<file path="src/rtl/buzzer_pkg.sv">
// Shared types and constants for the buzzer monitor and alarm generator.
// Holds FSM states, zone codes, the nominal pulse length and a zone decoder.
package buzzer_pkg;

   typedef enum logic [1:0] {
      IDLE     = 2'd0,
      MEASURE  = 2'd1,
      WAIT_LOW = 2'd2
   } state_t;

   typedef enum logic [1:0] {
      ZONE_NONE = 2'd0,
      ZONE_1    = 2'd1,
      ZONE_2    = 2'd2,
      ZONE_3    = 2'd3
   } zone_t;

   localparam int PULSE_LEN_DEF = 31;
   localparam int LEN_W         = 6;

   // Maps a one-hot buzzer line to its zone code.
   function automatic zone_t zone_of(input logic [2:0] oh);
      zone_t z;
      z = ZONE_NONE;
      unique case (1'b1)
         oh[0]:   z = ZONE_1;
         oh[1]:   z = ZONE_2;
         oh[2]:   z = ZONE_3;
         default: z = ZONE_NONE;
      endcase
      return z;
   endfunction

endpackage

</file>
<file path="src/rtl/sat_cnt.sv">
// Saturating up-counter with synchronous clear.
// Ports: clk, rst_n (sync, active-low), inc, clr (priority), cnt.
module sat_cnt #(
   parameter int W = 4
) (
   input  logic         clk,
   input  logic         rst_n,
   input  logic         inc,
   input  logic         clr,
   output logic [W-1:0] cnt
);

   always_ff @(posedge clk) begin
      if (!rst_n) begin
         cnt <= '0;
      end else if (clr) begin
         cnt <= '0;
      end else if (inc && (cnt != {W{1'b1}})) begin
         cnt <= cnt + 1'b1;
      end
   end

endmodule

</file>
<file path="src/rtl/buzzer_monitor.sv">
// Checks buzzer pulses for length and exclusivity; counts valid events per zone.
// Ports: clk, rst_n, buzz[2:0], clear -> evt_valid, evt_zone, err_len,
//        err_ovl, cnt1..cnt3.
module buzzer_monitor
   import buzzer_pkg::*;
#(
   parameter int PULSE_LEN = PULSE_LEN_DEF,
   parameter int TOL       = 1,
   parameter int CNT_W     = 4
) (
   input  logic             clk,
   input  logic             rst_n,
   input  logic [2:0]       buzz,
   input  logic             clear,
   output logic             evt_valid,
   output logic [1:0]       evt_zone,
   output logic             err_len,
   output logic             err_ovl,
   output logic [CNT_W-1:0] cnt1,
   output logic [CNT_W-1:0] cnt2,
   output logic [CNT_W-1:0] cnt3
);

   localparam logic [LEN_W-1:0] LEN_MIN  = LEN_W'(PULSE_LEN - TOL);
   localparam logic [LEN_W-1:0] LEN_MAX  = LEN_W'(PULSE_LEN + TOL);
   localparam logic [LEN_W-1:0] LEN_LAST = {LEN_W{1'b1}} - 1'b1;

   state_t           state_q;
   logic [2:0]       line_q;
   logic [LEN_W-1:0] len_q;

   logic       one_hot;
   logic       done;
   logic       len_ok;
   logic [2:0] inc;

   always_comb begin
      one_hot = 1'b0;
      done    = 1'b0;
      len_ok  = 1'b0;
      inc     = 3'b000;
      one_hot = (buzz != 3'b000) && ((buzz & (buzz - 3'd1)) == 3'b000);
      done    = (state_q == MEASURE) && (buzz == 3'b000);
      len_ok  = (len_q >= LEN_MIN) && (len_q <= LEN_MAX);
      // Counter bumps land on the same edge that raises evt_valid.
      inc     = {3{done && len_ok}} & line_q;
   end

   // Clear is applied first so a newly detected error overrides it.
   always_ff @(posedge clk) begin
      if (!rst_n) begin
         state_q   <= IDLE;
         line_q    <= 3'b000;
         len_q     <= '0;
         evt_valid <= 1'b0;
         evt_zone  <= ZONE_NONE;
         err_len   <= 1'b0;
         err_ovl   <= 1'b0;
      end else begin
         evt_valid <= 1'b0;
         if (clear) begin
            evt_zone <= ZONE_NONE;
            err_len  <= 1'b0;
            err_ovl  <= 1'b0;
         end
         unique case (state_q)
            IDLE: begin
               if (one_hot) begin
                  state_q <= MEASURE;
                  line_q  <= buzz;
                  len_q   <= LEN_W'(1);
               end else if (buzz != 3'b000) begin
                  err_ovl <= 1'b1;
                  state_q <= WAIT_LOW;
               end
            end
            MEASURE: begin
               if (buzz == 3'b000) begin
                  state_q <= IDLE;
                  if (len_ok) begin
                     evt_valid <= 1'b1;
                     if (!clear) evt_zone <= zone_of(line_q);
                  end else begin
                     err_len <= 1'b1;
                  end
               end else if (buzz == line_q) begin
                  len_q <= len_q + 1'b1;
                  // Length counter hits its ceiling: abandon the pulse.
                  if (len_q == LEN_LAST) begin
                     err_len <= 1'b1;
                     state_q <= WAIT_LOW;
                  end
               end else begin
                  err_ovl <= 1'b1;
                  state_q <= WAIT_LOW;
               end
            end
            WAIT_LOW: begin
               if (buzz == 3'b000) state_q <= IDLE;
            end
            default: state_q <= IDLE;
         endcase
      end
   end

   sat_cnt #(.W(CNT_W)) u_cnt1 (
      .clk  (clk),
      .rst_n(rst_n),
      .inc  (inc[0]),
      .clr  (clear),
      .cnt  (cnt1)
   );

   sat_cnt #(.W(CNT_W)) u_cnt2 (
      .clk  (clk),
      .rst_n(rst_n),
      .inc  (inc[1]),
      .clr  (clear),
      .cnt  (cnt2)
   );

   sat_cnt #(.W(CNT_W)) u_cnt3 (
      .clk  (clk),
      .rst_n(rst_n),
      .inc  (inc[2]),
      .clr  (clear),
      .cnt  (cnt3)
   );

endmodule

</file>
<file path="config.mk">
export PLATFORM = sky130hd
export DESIGN_NAME = buzzer_monitor
export DESIGN_NICKNAME = d
export VERILOG_FILES = /design/src/rtl/buzzer_pkg.sv /design/src/rtl/sat_cnt.sv /design/src/rtl/buzzer_monitor.sv
export SDC_FILE = /design/constraint.sdc
export NUM_CORES = 1
export LEC_CHECK = 0
export ABC_AREA = 1
export ABC_CLOCK_PERIOD_IN_PS = 1350
export CAP_MARGIN = 5
export CORE_MARGIN = 2
export CORE_UTILIZATION = 49
export CTS_BUF_LIST = sky130_fd_sc_hd__clkbuf_4
export DETAILED_ROUTE_END_ITERATION = 16
export PLACE_DENSITY_LB_ADDON = 0.2
export SLEW_MARGIN = 10
export SYNTH_ARGS = -nofsm -noshare
export SYNTH_HDL_FRONTEND = slang
export SYNTH_HIERARCHICAL = 1
export SYNTH_SLANG_ARGS = --single-unit
export TNS_END_PERCENT = 50
</file>
<file path="constraint.sdc">
create_clock -name clk -period 1.35 [get_ports clk]
set_input_delay 0.405 -clock clk [delete_from_list [all_inputs] [get_ports clk]]
set_output_delay 0.405 -clock clk [all_outputs]
set_load 0.05 [all_outputs]
</file>
# Word-level counts from Yosys, hierarchy flattened
# Index checks and enable logic that the tools add are counted.
[classes]
add_sub_neg = 5
eq_ne = 13
n_reduce_logical = 17
n_lt_le_gt_ge = 2
bitwise = 3
mux = 30
[op_table]
columns = ["cell", "n"]
rows = [
  ["2-bit 2-to-1 mux", 11],
  ["6-bit 2-to-1 mux", 3],
  ["4-bit by 1-bit adder with 4-bit output, second input constant", 3],
  ["1-bit 2-to-1 mux", 12],
  ["4-bit inequality test, second input constant", 3],
  ["2-bit one-hot mux with 3 select lines", 2],
  ["6-bit one-hot mux with 2 select lines", 1],
  ["1-bit logical AND", 7],
  ["6-bit by 1-bit adder with 6-bit output, second input constant", 1],
  ["3-bit bitwise AND", 2],
  ["6-bit equality test, second input constant", 1],
  ["6-bit by 5-bit greater-or-equal comparator with 1-bit output, second input constant", 1],
  ["6-bit less-or-equal comparator, second input constant", 1],
  ["3-bit zero test", 2],
  ["2-bit inequality test, second input constant", 3],
  ["3-bit AND reduction", 2],
  ["4-bit by 3-bit inequality test with 1-bit output, second input constant", 1],
  ["4-bit AND reduction", 1],
  ["3-bit equality test", 1],
  ["3-bit inequality test, second input constant", 1],
  ["3-bit nonzero test", 1],
  ["3-bit by 1-bit subtractor with 3-bit output, second input constant", 1],
  ["2-bit by 1-bit equality test with 1-bit output, second input constant", 1],
  ["2-bit equality test, second input constant", 1],
  ["7 further kinds", 7],
]
[totals]
word_cells = 80
out_inout_bits = 17
register_bits = 28

# Logic depth before layout (Yosys ltp)
[depth]
depth_word = 6
mapped_depth = 12

# Cells and area by module
# Netlist, hierarchy kept.
[modules_own_cells]
columns = ["module", "n_inst", "area_per_inst_um2", "cells_each"]
rows = [
  ["buzzer_monitor", 1, 952.2, 144],
  ["sat_cnt", 3, 210.2, 29],
]

# Worst setup path after synthesis
# Ideal clock, no wire load.
[synth_timing]
kind = "reg2reg"
start = "register len_q[0]"
end = "register u_cnt1.cnt[2]"
setup_slack_ns = -0.122
arrival_time_ns = 1.406
required_ns = 1.284
stages_incl_launch_ff = 13
path_cell_list = "dfxtp_1 inv_1 ha_1 nor2_1 nor2_1 nand2_1 o21ai_2 nand2_2 nor2_1 nand2_2 inv_1 nand2_1 a21boi_2"
[synth_via]
elab_chain_cells = 5
elab_cells_between_ends = 6
classes_between = "order compare (2); bitwise (1); reduce/logical (3)"
[synth_lines]
columns = ["element", "line_no", "rtl"]
rows = [
  ["from (decl)", "buzzer_monitor.sv:30", "logic [LEN_W-1:0] len_q;"],
  ["from (signal assigned)", "buzzer_monitor.sv:87", "len_q <= len_q + 1'b1;"],
  ["6-bit by 5-bit greater-or-equal comparator with 1-bit output / 6-bit less-or-equal comparator (equally long branches)", "buzzer_monitor.sv:44", "len_ok = (len_q >= LEN_MIN) && (len_q <= LEN_MAX);"],
  ["1-bit logical AND *", "buzzer_monitor.sv:44", ""],
  ["1-bit logical AND *", "buzzer_monitor.sv:46", "inc = {3{done && len_ok}} & line_q;"],
  ["3-bit bitwise AND *", "buzzer_monitor.sv:46", ""],
  ["via inc[0]", "buzzer_monitor.sv:35", "logic [2:0] inc;"],
  ["1-bit logical AND *", "sat_cnt.sv:18", "end else if (inc && (cnt != {W{1'b1}})) begin"],
  ["to (signal assigned)", "sat_cnt.sv:19", "cnt <= cnt + 1'b1;"],
  ["to (decl)", "sat_cnt.sv:10", "output logic [W-1:0] cnt"],
]
# Mark *: on every way through the listed nets, which the timed path passes. The rest lies on a longest branch.
# A chain may end at the register's enable or synchronous reset.

# Final worst setup path
[layout_timing]
start = "register len_q[0]"
end = "register u_cnt3.cnt[3]"
[layout_via]
elab_chain_cells = 5
elab_cells_between_ends = 6
classes_between = "order compare (2); bitwise (1); reduce/logical (3)"
[layout_lines]
columns = ["element", "line_no"]
rows = [
  ["6-bit by 5-bit greater-or-equal comparator with 1-bit output / 6-bit less-or-equal comparator (equally long branches)", "buzzer_monitor.sv:44"],
  ["1-bit logical AND *", "buzzer_monitor.sv:44"],
  ["1-bit logical AND *", "buzzer_monitor.sv:46"],
  ["3-bit bitwise AND *", "buzzer_monitor.sv:46"],
  ["via inc[2]", "buzzer_monitor.sv:35"],
  ["1-bit logical AND *", "sat_cnt.sv:18"],
  ["to (signal assigned)", "sat_cnt.sv:19"],
  ["to (decl)", "sat_cnt.sv:10"],
]
# Marks and branches as above.

==> impl_results.md <==
- Clock insertion delay at the later pin of the skew report: 0.34 ns
- Syn Nets: between 200 and 250
- Total clock buffers created by CTS: 3
- Sequential fraction of design power: 0.477
- Worst max-slew margin expressed relative to the limit: 0.7542
- Top cell type's share of synthesized area: 0.3542
- Sw power: ~0.00052 W
- Fraction of final layout cells sized beyond drive strength 1: 0.4118
- Startpoint of the worst-slack reg-to-reg timing path: len_q[0]
- Unrepaired setup endpoints after global routing: yes
- Congestion Overflow GR: 0
- Crit path arrival time: ~1.9 ns
- Proportion of synthesized chip area in sequential cells: 0.3542
- Worst path top cell family by delay: simple AND/OR/NAND/NOR gates
- Cell occurring most often along the worst timing path: sky130_fd_sc_hd__nor2_1
- Endpoint of the worst hold path: err_len
- Final worst slack: -0.2257 ns
- Net count of the finished layout: between 300 and 400
- Share of synthesized flip-flops with an asynchronous set or reset: 0
- Level count of the clock H-tree: 1
- Area grow syn2layout: 58.81%
- Combinational power share: 0.216
- Count of pins on the block boundary: 23
- Vias/cell: about 5.0
- Leading area contributor after synthesis: sky130_fd_sc_hd__dfxtp_1
- Slew at the pin closest to its max-slew limit: approximately 0.37 ns
- Final standard cell count with taps included and fillers excluded: roughly 330
- Synth top cells by count: sky130_fd_sc_hd__nand2_1, sky130_fd_sc_hd__nor2_1, sky130_fd_sc_hd__dfxtp_1, sky130_fd_sc_hd__inv_1, sky130_fd_sc_hd__nand3_1
- Clock share of power: 0.307
- Overall die width: ~61 um
- Final wirelength: about 4400 um
- Area of the core: between 3000 and 4000 sq um
- Total DRC errors in the routed layout: 0
- Number of I/O port buffers: 22
- Tcrit/Tclk final: 1.167
- Global-route wire length before repair: 6486 um
- Initial DRT Pass Iterations: 4
- Site row count: 20
- Max Cap Violations: 0
- Most area-consuming cells after synthesis: sky130_fd_sc_hd__dfxtp_1, sky130_fd_sc_hd__nand2_1, sky130_fd_sc_hd__nor2_1
- Crit end category: flip-flop
- Number of cells on the worst hold path: 2
- HP Class: flip-flop to flip-flop
- Hold bufs inserted after CTS: 0
- Cells after Synth: 231
- Failing checks: negative setup slack
- Most frequently used flop master after synthesis: sky130_fd_sc_hd__dfxtp_1
- Switching Fraction: 0.2816
- Slowest cell on crit path: sky130_fd_sc_hd__dfxtp_2
- Power density over the cells: 730.5 nW/um^2
- # diodes: 0
- Pin count of the biggest net entering global routing: 17
- Start point of the worst min-delay path: err_len
- TritonCTS clock tree: yes
- CP Class: flip-flop to flip-flop
- Routed length per instance: roughly 13 um
- DRC marker count from the first detailed-route iteration: approximately 130
- Static leakage power: approximately 1.0 nW
- Worst setup slack before clock tree synthesis: -0.6312 ns
- CP Data Required Time: 1.62 ns
- Fmax achieved: about 630 MHz
- Total via count after detailed routing: 1676
- CP Launch Type: flip-flop
- Clock transition time at the flip-flop clock pins of the worst setup and hold paths: 0.16 ns
- Result of the run: finished, violations left
- TritonCTS sink count: 28
- DRT antenna net count: 0
- WP buf/inv: 1
- Clock tree root buffer cell: sky130_fd_sc_hd__clkbuf_4
- Largest incremental delay on the critical path: 0.36 ns
- Total Routing Usage GR: 0.2292
- Total count of hold-check failures in the final report: 0
- Starting density of the core: 0.5184
- Synth cell types: 25
- Die height: 60.84 um
- Time the worst path needs with I/O delays and setup: roughly 1.6 ns
- Global placement routability congestion: 0.8638
- Maximum fanout count along the critical path: 5
- Power Internal: 0.001319 W
- Vias in the first global route: 1568
- Deepest clock path buffer count: 2
- Count of endpoints failing setup in the final report: 16
- DP Cell Count: between 300 and 400
- Flip-flop and latch count after synthesis: 28
- Avg Inst Size Synth: 6.852 sq um
- Worst VDD drop: 865.6 uV
- CP Cell Sequence: inv_2, ha_4, nor2_2, nor2_1, nand2_1, o21ai_2, nand2_4, nor2_4, nand2_4, nor2_2, nor2_1, nor2_1
- Die ar.: ~3700 sq um
- Slew Viols, Final: 0
- Post-Synthesis Cell Area: between 1500 and 2000 sq um
- Post-synth EDFFs: 0
- Synthesis warning total: 6
- Depth of the worst register-to-register path: 12
- Number of antenna violations at the first check in global routing: 0
- Skew final: between 0.003 and 0.004 ns
- Setup slack of the worst register-to-register path: -0.23 ns
- Critical register-to-register path endpoint: u_cnt3/cnt[3]
- Post-detailed-placement half-perimeter wirelength: between 2000 and 3000 um
## placed cells by master (no fill, tap or decap), types with 5 or more instances in the layout
cell type,count
sky130_fd_sc_hd__dfxtp_2,7
sky130_fd_sc_hd__nor2_1,42
sky130_fd_sc_hd__nand3_1,13
sky130_fd_sc_hd__buf_12,18
sky130_fd_sc_hd__dfxtp_1,12
sky130_fd_sc_hd__nor2_4,5
sky130_fd_sc_hd__nor2_2,5
sky130_fd_sc_hd__nand2_2,5
sky130_fd_sc_hd__nand2_1,46
sky130_fd_sc_hd__a21oi_1,10
sky130_fd_sc_hd__nand2_4,5
sky130_fd_sc_hd__buf_4,33
sky130_fd_sc_hd__nand4_1,5
sky130_fd_sc_hd__dfxtp_4,9
sky130_fd_sc_hd__inv_1,21
## layout make-up
cell class,instances,area (sq um)
multi-input combinational,173,1044
timing repair buffer,56,646.9
sequential,28,603.1
fill,188,539.3
inverter,28,112.6
tap,44,55.05
clock inverter,1,30.03
clock buffer,3,22.52
## flip-flops by register name, summed over array words and instances (netlist names)
register	count
evt_zone	2
err_ovl	1
state_q	2
len_q	6
line_q	3
u_cnt1/cnt	4
u_cnt2/cnt	4
u_cnt3/cnt	4
err_len	1
evt_valid	1
## metrics by stage
| step | hold WS, ns | instance area [sq um] | setup TNS [ns] | power (W) | utilization |
|---|---|---|---|---|---|
| 2_1_floorplan | 0.4731 | 1615 | -0.3897 | 0.001091 | - |
| 3_3_place_gp | 0.4818 | 2268 | -13.93 | 0.001238 | 0.7430 |
| 3_5_place_dp | 0.4862 | 2268 | -14.74 | 0.001243 | 0.7430 |
| 4_1_cts | 0.5076 | 2415 | -1.746 | 0.001811 | 0.7910 |
| 5_1_grt | 0.5268 | 2514 | -3.340 | 0.001908 | 0.8234 |
| 6_report | 0.5047 | 2514 | -2.117 | 0.001836 | 0.8234 |
## power by group through the flow
| stage | sequential, W | combinational [W] | clock [W] |
|---|---|---|---|
| after CTS | 0.000879 | 0.000357 | 0.000574 |
| after global routing | 0.000880 | 0.000425 | 0.000603 |
| after detailed placement | 0.000898 | 0.000345 | 0 |
| after floorplan | 0.000909 | 0.000183 | 0 |
| final | 0.000876 | 0.000397 | 0.000563 |
| after global placement | 0.000898 | 0.000340 | 0 |
## metal layers
metal	GRT usage	share of wire	vias to the layer above
met2	0.4101	0.54	44
met1	0.2766	0.41	769
met5	0	0	-
li1	-	-	852
met3	0.04264	0.032	11
met4	0.07143	0.018	0
## kinds of logic (layout without fill, tap and decap cells)
kind of cell	after synthesis	after routing	share of synthesized area
AND/OR/NAND/NOR	135	135	0.3897
buffers and inverters	30	88	0.07589
XOR/XNOR	6	6	0.03321
adder cells (fa/ha/maj)	5	5	0.03953
AO/OA/AOI/OAI	27	27	0.1075
flip-flops	28	28	0.3542
## worst min-delay path, delay by kind of cell, from the launching register on
kind | cells | cell delay (ns)
flops | 1 | 0.37
simple gates | 2 | 0.12
## how the worst max path moves through the flow
stage                  start       endpoint  slack [ns]  cells after the start
finish              len_q[0]  u_cnt3/cnt[3]       -0.23                     12
global route        len_q[0]  u_cnt3/cnt[3]       -0.29                     12
CTS                 len_q[0]  u_cnt2/cnt[2]       -0.16                     12
detailed placement   buzz[0]  u_cnt2/cnt[2]       -0.63                     10
global placement     buzz[0]  u_cnt1/cnt[2]       -0.59                     10
floorplan           len_q[0]  u_cnt1/cnt[2]       -0.04                     12
## repair_timing
item | in CTS | in global routing
hold endpoints to repair | 0 | 0
endpoints found under the setup margin | 33 | 34
buffers inserted | 2 | 4
resized for setup | 33 | 27
pin swaps | 16 | 21
Note: power is estimated with default switching activity, not from simulation.
